### config.mk
export PLATFORM = sky130hd
export DESIGN_NAME = door_pwm_monitor_flat
export DESIGN_NICKNAME = d
export VERILOG_FILES = /design/src/rtl/door_pwm_if.sv /design/src/rtl/door_pwm_monitor.sv /design/src/flat_wrapper.sv
export SDC_FILE = /design/constraint.sdc
export NUM_CORES = 1
export LEC_CHECK = 0
export ABC_AREA = 1
export BUFFER_PORTS_ARGS = -buffer_cell sky130_fd_sc_hd__buf_2
export CORE_UTILIZATION = 26
export CTS_BUF_LIST = sky130_fd_sc_hd__clkbuf_4 sky130_fd_sc_hd__clkbuf_8
export DETAILED_ROUTE_END_ITERATION = 6
export GPL_ROUTABILITY_DRIVEN = 0
export PLACE_DENSITY = 0.44
export RECOVER_POWER = 25
export SKIP_CTS_REPAIR_TIMING = 1
export SLEW_MARGIN = 20
export SYNTH_ARGS = -nofsm -noshare
export SYNTH_HDL_FRONTEND = slang
export SYNTH_SLANG_ARGS = --single-unit
### constraint.sdc
create_clock -name clk -period 3.1 [get_ports clk]
set_input_delay 0.465 -clock clk [delete_from_list [all_inputs] [get_ports clk]]
set_output_delay 0.465 -clock clk [all_outputs]
set_load 0.02 [all_outputs]
### src/rtl/door_pwm_if.sv
// Result bus of the door servo PWM monitor, plus the raw servo lines it watches.
// master = the monitor (consumes pwm_in, drives the measurement results).
// slave  = whatever drives the servo lines and consumes the results.
interface door_pwm_if;
  logic [3:0]  pwm_in;
  logic [3:0]  floor;
  logic [17:0] pulse_width;
  logic        width_valid;
  logic [1:0]  door_state;
  logic [1:0]  door_dir;
  logic        signal_lost;

  modport master (
    input  pwm_in,
    output floor, pulse_width, width_valid, door_state, door_dir, signal_lost
  );

  modport slave (
    output pwm_in,
    input  floor, pulse_width, width_valid, door_state, door_dir, signal_lost
  );
endinterface

### src/rtl/door_pwm_monitor.sv
// Door servo PWM monitor: measures the high width of one-hot servo pulses on
// four floor lines, classifies the door position and travel direction, and
// flags loss of the servo frame.
//
// state | meaning
// ------+--------------------------------------------------------------
// IDLE  | no pulse tracked (after reset, abort or signal loss)
// HIGH  | measuring the high phase of the captured line
// LOW   | between pulses, waiting for the next rising edge
// ABORT | fault seen, waiting for every synchronized line to go low
module door_pwm_monitor #(
  parameter int FRAME    = 1000000,
  parameter int W_CLOSED = 100000,
  parameter int W_OPEN   = 200000,
  parameter int TOL      = 1000
) (
  input  logic       clk,
  input  logic       reset,
  door_pwm_if.master bus
);

  localparam int PW = $clog2(FRAME + TOL + 1);

  localparam logic [19:0] CL_LO = 20'(W_CLOSED - TOL);
  localparam logic [19:0] CL_HI = 20'(W_CLOSED + TOL);
  localparam logic [19:0] OP_LO = 20'(W_OPEN - TOL);
  localparam logic [19:0] OP_HI = 20'(W_OPEN + TOL);
  localparam logic [19:0] HALF  = 20'(TOL / 2);
  localparam logic [17:0] W_MAX = 18'(W_OPEN + TOL);

  // The lost timer is loaded on the cycle after the detected edge, so the
  // detect cycle itself already counts; terminal count is therefore 1.
  localparam logic [PW-1:0] LOST_LOAD = PW'(FRAME + TOL - 1);
  localparam logic [PW-1:0] T_ONE     = PW'(1);
  localparam logic [PW-1:0] T_ZERO    = PW'(0);

  typedef enum logic [1:0] {IDLE, HIGH, LOW, ABORT} state_t;

  state_t      state, state_nxt;
  logic [3:0]  sync1, sync2, sync3, armed;
  logic [1:0]  sync_vld;
  logic [3:0]  rise, fall, other_rise;
  logic        rise_any, rise_multi;
  logic [1:0]  line, line_nxt;
  logic [17:0] wcnt, wcnt_nxt;
  logic [PW-1:0] tmr, tmr_nxt, tmr_dec;
  logic [17:0] prev_w, prev_w_nxt;
  logic        prev_vld, prev_vld_nxt;
  logic [3:0]  floor_q, floor_nxt;
  logic [17:0] pw_q, pw_nxt;
  logic        wv_q, wv_nxt;
  logic [1:0]  ds_q, ds_nxt;
  logic [1:0]  dir_q, dir_nxt;
  logic        lost_q, lost_nxt;
  logic [19:0] w20, p20;

  function automatic logic [1:0] enc(input logic [3:0] v);
    case (v)
      4'b0010: return 2'd1;
      4'b0100: return 2'd2;
      4'b1000: return 2'd3;
      default: return 2'd0;
    endcase
  endfunction

  function automatic logic [1:0] classify(input logic [19:0] w);
    if (w >= CL_LO && w <= CL_HI)     return 2'b00;
    else if (w >= OP_LO && w <= OP_HI) return 2'b10;
    else if (w > CL_HI && w < OP_LO)   return 2'b01;
    else                               return 2'b11;
  endfunction

  // Edge detection runs on the second synchronizer flop against its copy;
  // a line is only armed once it has been seen low with the pipe filled,
  // so a line already high at reset release is ignored until it re-rises.
  assign rise       = sync2 & ~sync3 & armed;
  assign fall       = ~sync2 & sync3;
  assign rise_any   = |rise;
  assign rise_multi = (rise & (rise - 4'd1)) != 4'd0;
  assign other_rise = rise & ~(4'b0001 << line);
  assign tmr_dec    = (tmr > T_ONE) ? tmr - T_ONE : tmr;
  assign w20        = {2'b00, wcnt};
  assign p20        = {2'b00, prev_w};

  // Two-flop synchronizer, edge-reference copy and per-line arming.
  always_ff @(posedge clk) begin
    if (reset) begin
      sync1    <= '0;
      sync2    <= '0;
      sync3    <= '0;
      sync_vld <= '0;
      armed    <= '0;
    end else begin
      sync1    <= bus.pwm_in;
      sync2    <= sync1;
      sync3    <= sync2;
      sync_vld <= {sync_vld[0], 1'b1};
      armed    <= armed | (sync_vld[1] ? ~sync2 : 4'b0000);
    end
  end

  // State register and all measurement/output registers.
  always_ff @(posedge clk) begin
    if (reset) begin
      state    <= IDLE;
      line     <= '0;
      wcnt     <= '0;
      tmr      <= '0;
      prev_w   <= '0;
      prev_vld <= 1'b0;
      floor_q  <= '0;
      pw_q     <= '0;
      wv_q     <= 1'b0;
      ds_q     <= 2'b00;
      dir_q    <= 2'b00;
      lost_q   <= 1'b0;
    end else begin
      state    <= state_nxt;
      line     <= line_nxt;
      wcnt     <= wcnt_nxt;
      tmr      <= tmr_nxt;
      prev_w   <= prev_w_nxt;
      prev_vld <= prev_vld_nxt;
      floor_q  <= floor_nxt;
      pw_q     <= pw_nxt;
      wv_q     <= wv_nxt;
      ds_q     <= ds_nxt;
      dir_q    <= dir_nxt;
      lost_q   <= lost_nxt;
    end
  end

  // Next-state and next-output logic.
  always_comb begin
    state_nxt    = state;
    line_nxt     = line;
    wcnt_nxt     = wcnt;
    tmr_nxt      = tmr_dec;
    prev_w_nxt   = prev_w;
    prev_vld_nxt = prev_vld;
    floor_nxt    = floor_q;
    pw_nxt       = pw_q;
    wv_nxt       = 1'b0;
    ds_nxt       = ds_q;
    dir_nxt      = dir_q;
    lost_nxt     = lost_q;

    unique case (state)
      IDLE, LOW: begin
        if (rise_any && !rise_multi) begin
          line_nxt  = enc(rise);
          wcnt_nxt  = 18'd1;
          tmr_nxt   = LOST_LOAD;
          lost_nxt  = 1'b0;
          state_nxt = HIGH;
        end else if (rise_any) begin
          ds_nxt    = 2'b11;
          state_nxt = ABORT;
        end else if (tmr == T_ONE) begin
          lost_nxt     = 1'b1;
          floor_nxt    = 4'd0;
          prev_vld_nxt = 1'b0;
          tmr_nxt      = T_ZERO;
          state_nxt    = IDLE;
        end else if (tmr == T_ZERO) begin
          // Free-running restart, so silence after reset is also reported.
          tmr_nxt = LOST_LOAD;
        end
      end
      HIGH: begin
        if (other_rise != 4'd0) begin
          ds_nxt    = 2'b11;
          state_nxt = ABORT;
        end else if (fall[line]) begin
          pw_nxt       = wcnt;
          floor_nxt    = {2'b00, line} + 4'd1;
          ds_nxt       = classify(w20);
          if (!prev_vld)              dir_nxt = 2'b00;
          else if (w20 > p20 + HALF)  dir_nxt = 2'b01;
          else if (w20 + HALF < p20)  dir_nxt = 2'b10;
          else                        dir_nxt = 2'b00;
          prev_w_nxt   = wcnt;
          prev_vld_nxt = 1'b1;
          wv_nxt       = 1'b1;
          state_nxt    = LOW;
        end else if (sync2[line]) begin
          if (wcnt == W_MAX) begin
            ds_nxt    = 2'b11;
            state_nxt = ABORT;
          end else begin
            wcnt_nxt = wcnt + 18'd1;
          end
        end
      end
      ABORT: begin
        if (sync2 == 4'd0) state_nxt = IDLE;
      end
    endcase
  end

  assign bus.floor       = floor_q;
  assign bus.pulse_width = pw_q;
  assign bus.width_valid = wv_q;
  assign bus.door_state  = ds_q;
  assign bus.door_dir    = dir_q;
  assign bus.signal_lost = lost_q;

endmodule

### src/flat_wrapper.sv
// flat-port wrapper written by rule: the top's interface ports become plain ports
module door_pwm_monitor_flat 
#(
  parameter int FRAME    = 1000000,
  parameter int W_CLOSED = 100000,
  parameter int W_OPEN   = 200000,
  parameter int TOL      = 1000
)
  (clk, reset, bus_pwm_in, bus_floor, bus_pulse_width, bus_width_valid, bus_door_state, bus_door_dir, bus_signal_lost);
  door_pwm_if bus_i ();
  input  logic clk;
  input  logic reset;
  input wire logic [$bits(bus_i.pwm_in)-1:0] bus_pwm_in;
  output wire logic [$bits(bus_i.floor)-1:0] bus_floor;
  output wire logic [$bits(bus_i.pulse_width)-1:0] bus_pulse_width;
  output wire logic [$bits(bus_i.width_valid)-1:0] bus_width_valid;
  output wire logic [$bits(bus_i.door_state)-1:0] bus_door_state;
  output wire logic [$bits(bus_i.door_dir)-1:0] bus_door_dir;
  output wire logic [$bits(bus_i.signal_lost)-1:0] bus_signal_lost;
  assign bus_i.pwm_in = bus_pwm_in;
  assign bus_floor = bus_i.floor;
  assign bus_pulse_width = bus_i.pulse_width;
  assign bus_width_valid = bus_i.width_valid;
  assign bus_door_state = bus_i.door_state;
  assign bus_door_dir = bus_i.door_dir;
  assign bus_signal_lost = bus_i.signal_lost;
  door_pwm_monitor #(.FRAME(FRAME), .W_CLOSED(W_CLOSED), .W_OPEN(W_OPEN), .TOL(TOL)) u_core (.clk(clk), .reset(reset), .bus(bus_i));
endmodule
==> metrics.txt <==
# TYPE chip_impl_metric gauge
chip_impl_info{name="cts_root_buffer",value="sky130_fd_sc_hd__clkbuf_8"} 1
chip_impl_metric{name="min_period",unit="ns"} 2.71
chip_impl_metric{name="max-slew-margin-rel",unit="%"} 64.7
chip_impl_metric{name="post-route-util",unit="%"} 29.2
chip_impl_info{name="final_common_cell",value="sky130_fd_sc_hd__nand2_1"} 1
chip_impl_metric{name="timing.final.crit_share",unit="%"} 87.3
chip_impl_metric{name="max_slew.worst_pin.slew",unit="ns"} 0.529
chip_impl_metric{name="cp_num_buf_inv",unit=""} 2
chip_impl_info{name="grt_setup_unrepaired",value="false"} 1
chip_impl_metric{name="finalSetupViolations",unit=""} 0
chip_impl_metric{name="synth-xor-area-share",unit="%"} 7.32
chip_impl_info{name="min_path_type",value="in2reg"} 1
chip_impl_metric{name="synthesized_area_fraction_occupied_by_and_or_nand_nor_cells",unit="%"} 31.9
chip_impl_metric{name="timing_max_transition_violations_final",unit=""} 0
chip_impl_metric{name="grt_first_pass_wirelength",unit="microns"} 28000
chip_impl_metric{name="via_count",unit=""} 5554
chip_impl_metric{name="routed_via_density",unit=""} 4.56
chip_impl_metric{name="port_buffers",unit=""} 32
chip_impl_metric{name="core_area",unit="sq mm"} 0.0226
chip_impl_metric{name="cts-htree-levels",unit=""} 3
chip_impl_metric{name="num_io_pins",unit=""} 34
chip_impl_metric{name="routed_wl",unit="microns"} 16600
chip_impl_metric{name="grt_antenna_before_repair",unit=""} 0
chip_impl_metric{name="critical_path_depth",unit=""} 20
chip_impl_metric{name="synth.lib_cells_used.distinct",unit=""} 43
chip_impl_info{name="synthFlopType",value="sky130_fd_sc_hd__dfxtp_1"} 1
chip_impl_metric{name="worst_skew_pair.late_latency",unit="ns"} 0.39
chip_impl_metric{name="antenna_violating_nets_post_route",unit=""} 0
chip_impl_info{name="cts_tree",value="yes"} 1
chip_impl_info{name="critical_path.endpoint_type",value="register"} 1
chip_impl_metric{name="max_freq",unit="MHz"} 369
chip_impl_info{name="run_status",value="completed"} 1
chip_impl_info{name="final_cell_mix",value="sky130_fd_sc_hd__nand2_1 (189), sky130_fd_sc_hd__nor2_1 (119), sky130_fd_sc_hd__inv_1 (117)"} 1
chip_impl_metric{name="dieWidth",unit="microns"} 154
chip_impl_metric{name="chipHeight",unit="microns"} 154
chip_impl_metric{name="design.die.area",unit="sq mm"} 0.0236
chip_impl_info{name="worst_setup_path_startpoint",value="u_core.wcnt[3]"} 1
chip_impl_metric{name="placed_area",unit="sq mm"} 0.00640
chip_impl_metric{name="dr.pass1.iters",unit=""} 5
chip_impl_metric{name="critPathRequiredTime",unit="ns"} 3.36
chip_impl_metric{name="clockBufferDepth",unit=""} 2
chip_impl_metric{name="worstPathArrival",unit="ns"} 2.97
chip_impl_metric{name="global_route.usage.total",unit="%"} 14.9
chip_impl_metric{name="max_stage_delay",unit="ns"} 0.42
chip_impl_metric{name="synth_edf_count",unit=""} 0
chip_impl_info{name="timing.critical_path.mode_cell",value="sky130_fd_sc_hd__nand2_1"} 1
chip_impl_metric{name="dpl.hpwl",unit="microns"} 13200
chip_impl_metric{name="grt_start_max_net_pins",unit=""} 44
chip_impl_metric{name="placement_rows",unit=""} 55
chip_impl_metric{name="syn_area",unit="sq mm"} 0.00598
chip_impl_metric{name="starting_density_of_the_core",unit="%"} 26.5
chip_impl_info{name="critical_path.reg2reg.endpoint",value="u_core.bus.door_dir[1]"} 1
chip_impl_metric{name="synth_cells",unit=""} 903
chip_impl_info{name="crit_chain",value="ha_1, nor2_1, nand2_1, nor2_1, nor2_1, inv_1, nand2_1, o21ai_0, inv_1, ha_1, nand2_1, nor2_1, and2_1, nand2_1, nand3_1, nand2_1, a21oi_1, nor2_1, nand2_1, a21oi_1"} 1
chip_impl_metric{name="static-leakage-power",unit="nW"} 3.08
chip_impl_metric{name="area_growth_syn_to_layout",unit="%"} 10.1
chip_impl_metric{name="power.density",unit="mW/mm^2"} 505
chip_impl_info{name="type_of_element_launching_the_critical_path",value="register"} 1
chip_impl_metric{name="async_set_or_reset_flop_fraction_in_the_synthesized_netlist",unit="%"} 0
chip_impl_info{name="worstReg2RegStart",value="u_core.wcnt[3]"} 1
chip_impl_info{name="critical_path.top_delay_family",value="simple AND/OR/NAND/NOR gates"} 1
chip_impl_metric{name="syn_nets",unit=""} 954
chip_impl_metric{name="vdd_ir_drop_max",unit="mV"} 0.304
chip_impl_metric{name="ff2ff_setup_slack",unit="ns"} 0.39
chip_impl_metric{name="postSynthRegisterBits",unit=""} 88
chip_impl_metric{name="cts_inserted_buffers",unit=""} 9
chip_impl_metric{name="wl_per_cell",unit="microns"} 13.7
chip_impl_metric{name="compound_gate_portion_of_the_synthesized_area",unit="%"} 11.1
chip_impl_metric{name="crit_fanout",unit=""} 10
chip_impl_metric{name="gr-total-overflow",unit=""} 0
chip_impl_metric{name="cap_viol_max_count",unit=""} 0
chip_impl_metric{name="design_power_total",unit="mW"} 3.33
chip_impl_metric{name="synth-adder-area-share",unit="%"} 9.41
chip_impl_metric{name="synth_seq_area_share",unit="%"} 29.4
chip_impl_metric{name="path_clk_slew",unit="ns"} 0.10
chip_impl_metric{name="first_iter_violations",unit=""} 212
chip_impl_info{name="crit_path_end",value="u_core.bus.door_dir[1]"} 1
chip_impl_metric{name="post_synth.cell_area_avg",unit="sq um"} 6.63
chip_impl_metric{name="finalSetupTns",unit="ns"} 0
chip_impl_metric{name="route.detailed.drc",unit=""} 0
chip_impl_metric{name="worst_r2r_path_depth",unit=""} 20
chip_impl_metric{name="fin_nets",unit=""} 978
chip_impl_metric{name="synth.mux.area_fraction",unit="%"} 0
chip_impl_metric{name="antenna-diode-count",unit=""} 0
chip_impl_metric{name="finalClockSkew",unit="ns"} 0.0117
chip_impl_info{name="cp_slowest_cell",value="sky130_fd_sc_hd__dfxtp_1"} 1
chip_impl_metric{name="numClockSinks",unit=""} 88
chip_impl_metric{name="yosys_warnings",unit=""} 0
chip_impl_metric{name="hold_violations",unit=""} 0
chip_impl_metric{name="grt_pass1_vias",unit=""} 5520
chip_impl_info{name="synth_top_family_by_area",value="simple AND/OR/NAND/NOR gates"} 1
chip_impl_info{name="crit_type",value="reg2reg"} 1
chip_impl_metric{name="postLayoutCellArea",unit="sq mm"} 0.00659
chip_impl_metric{name="drive_gt1_share",unit="%"} 7.73
-- layer usage --
metal / up-vias / routed length (microns) / track usage [%] / share of wire, %
met1: 2526 / 8010 / 18.9 / 48
met2: 73 / 7930 / 25.6 / 48
met3: 13 / 468 / 3.13 / 2.8
li1: 2942 / - / - / -
met4: 0 / 230 / 3.76 / 1.4
met5: - / 0 / 0 / 0
-- worst reg2reg max path: cells and delay by family, from the launching register on --
kind | cells | cell delay [ns]
AO/OA/AOI/OAI | 3 | 0.25
flip-flops | 1 | 0.42
buffers and inverters | 2 | 0.15
AND/OR/NAND/NOR | 13 | 1.20
adder cells (fa/ha/maj) | 2 | 0.56
-- per-stage QoR --
stage | setup WS, ns | cells | hold slack [ns]
finish | 0.393 | 1217 | 0.265
global route | 0.0239 | 1217 | 0.236
CTS | 0.297 | 1217 | 0.234
detailed placement | 0.359 | 1201 | 0.393
global placement | 0.437 | 1201 | 0.389
floorplan | 0.626 | 903 | 0.388
-- sequential cells by signal (all words and copies together) (netlist names), 2 cells and up --
signal                 flops
u_core.prev_w             18
u_core.wcnt               18
u_core.sync2               4
u_core.sync1               4
u_core.line                2
u_core.state               2
u_core.bus.door_state      2
u_core.tmr                20
u_core.sync3               4
u_core.armed               4
u_core.bus.floor           3
u_core.sync_vld            2
u_core.bus.door_dir        2
-- cell usage after synthesis, drive strengths merged, types with 5 or more instances --
| cell | count | area share, % |
|---|---|---|
| dfxtp | 88 | 29 |
| buf | 19 | 2.3 |
| xnor2 | 5 | 0.73 |
| xor2 | 45 | 6.6 |
| clkbuf | 11 | 0.69 |
| o21ai | 36 | 3.0 |
| nand4 | 8 | 0.84 |
| ha | 45 | 9.4 |
| a21oi | 75 | 6.3 |
| nand2 | 193 | 13 |
| nor3 | 30 | 2.7 |
| nand3 | 76 | 6.4 |
| nor2 | 128 | 8.7 |
| inv | 122 | 7.7 |
-- final cells by class --
cell class | count | area (sq um)
sequential | 88 | 1760
clock inverter | 7 | 70.1
tap | 285 | 357
timing repair buffer | 43 | 229
inverter | 123 | 464
multi-input combinational | 662 | 3580
fill | 2565 | 16000
clock buffer | 9 | 124
-- power by group --
group | switching (mW) | leakage, nW | total (mW) | internal (mW)
logic | 0.748 | 2.26 | 1.12 | 0.375
clock network | 0.503 | 0.0981 | 0.823 | 0.320
registers | 0.125 | 0.716 | 1.38 | 1.26
-- cell families after synthesis --
kind of cell | Yosys count
DFF | 88
adders and majority gates | 45
AOI/OAI and AO/OA | 124
and+or+nand+nor | 442
buffers and inverters | 153
other | 1
xor gates and xnor gates | 50
-- how the worst min path moves through the flow --
stage                                  to  cells past startpoint       startpoint
after floorplan           u_core.sync2[0]                      2  u_core.sync1[0]
after global placement    u_core.sync2[3]                      2  u_core.sync1[3]
after detailed placement  u_core.sync2[3]                      2  u_core.sync1[3]
after CTS                 u_core.sync1[2]                      3    bus_pwm_in[2]
after global routing      u_core.sync1[0]                      3    bus_pwm_in[0]
final                     u_core.sync1[2]                      3    bus_pwm_in[2]
(Power assumes the default switching activity.)
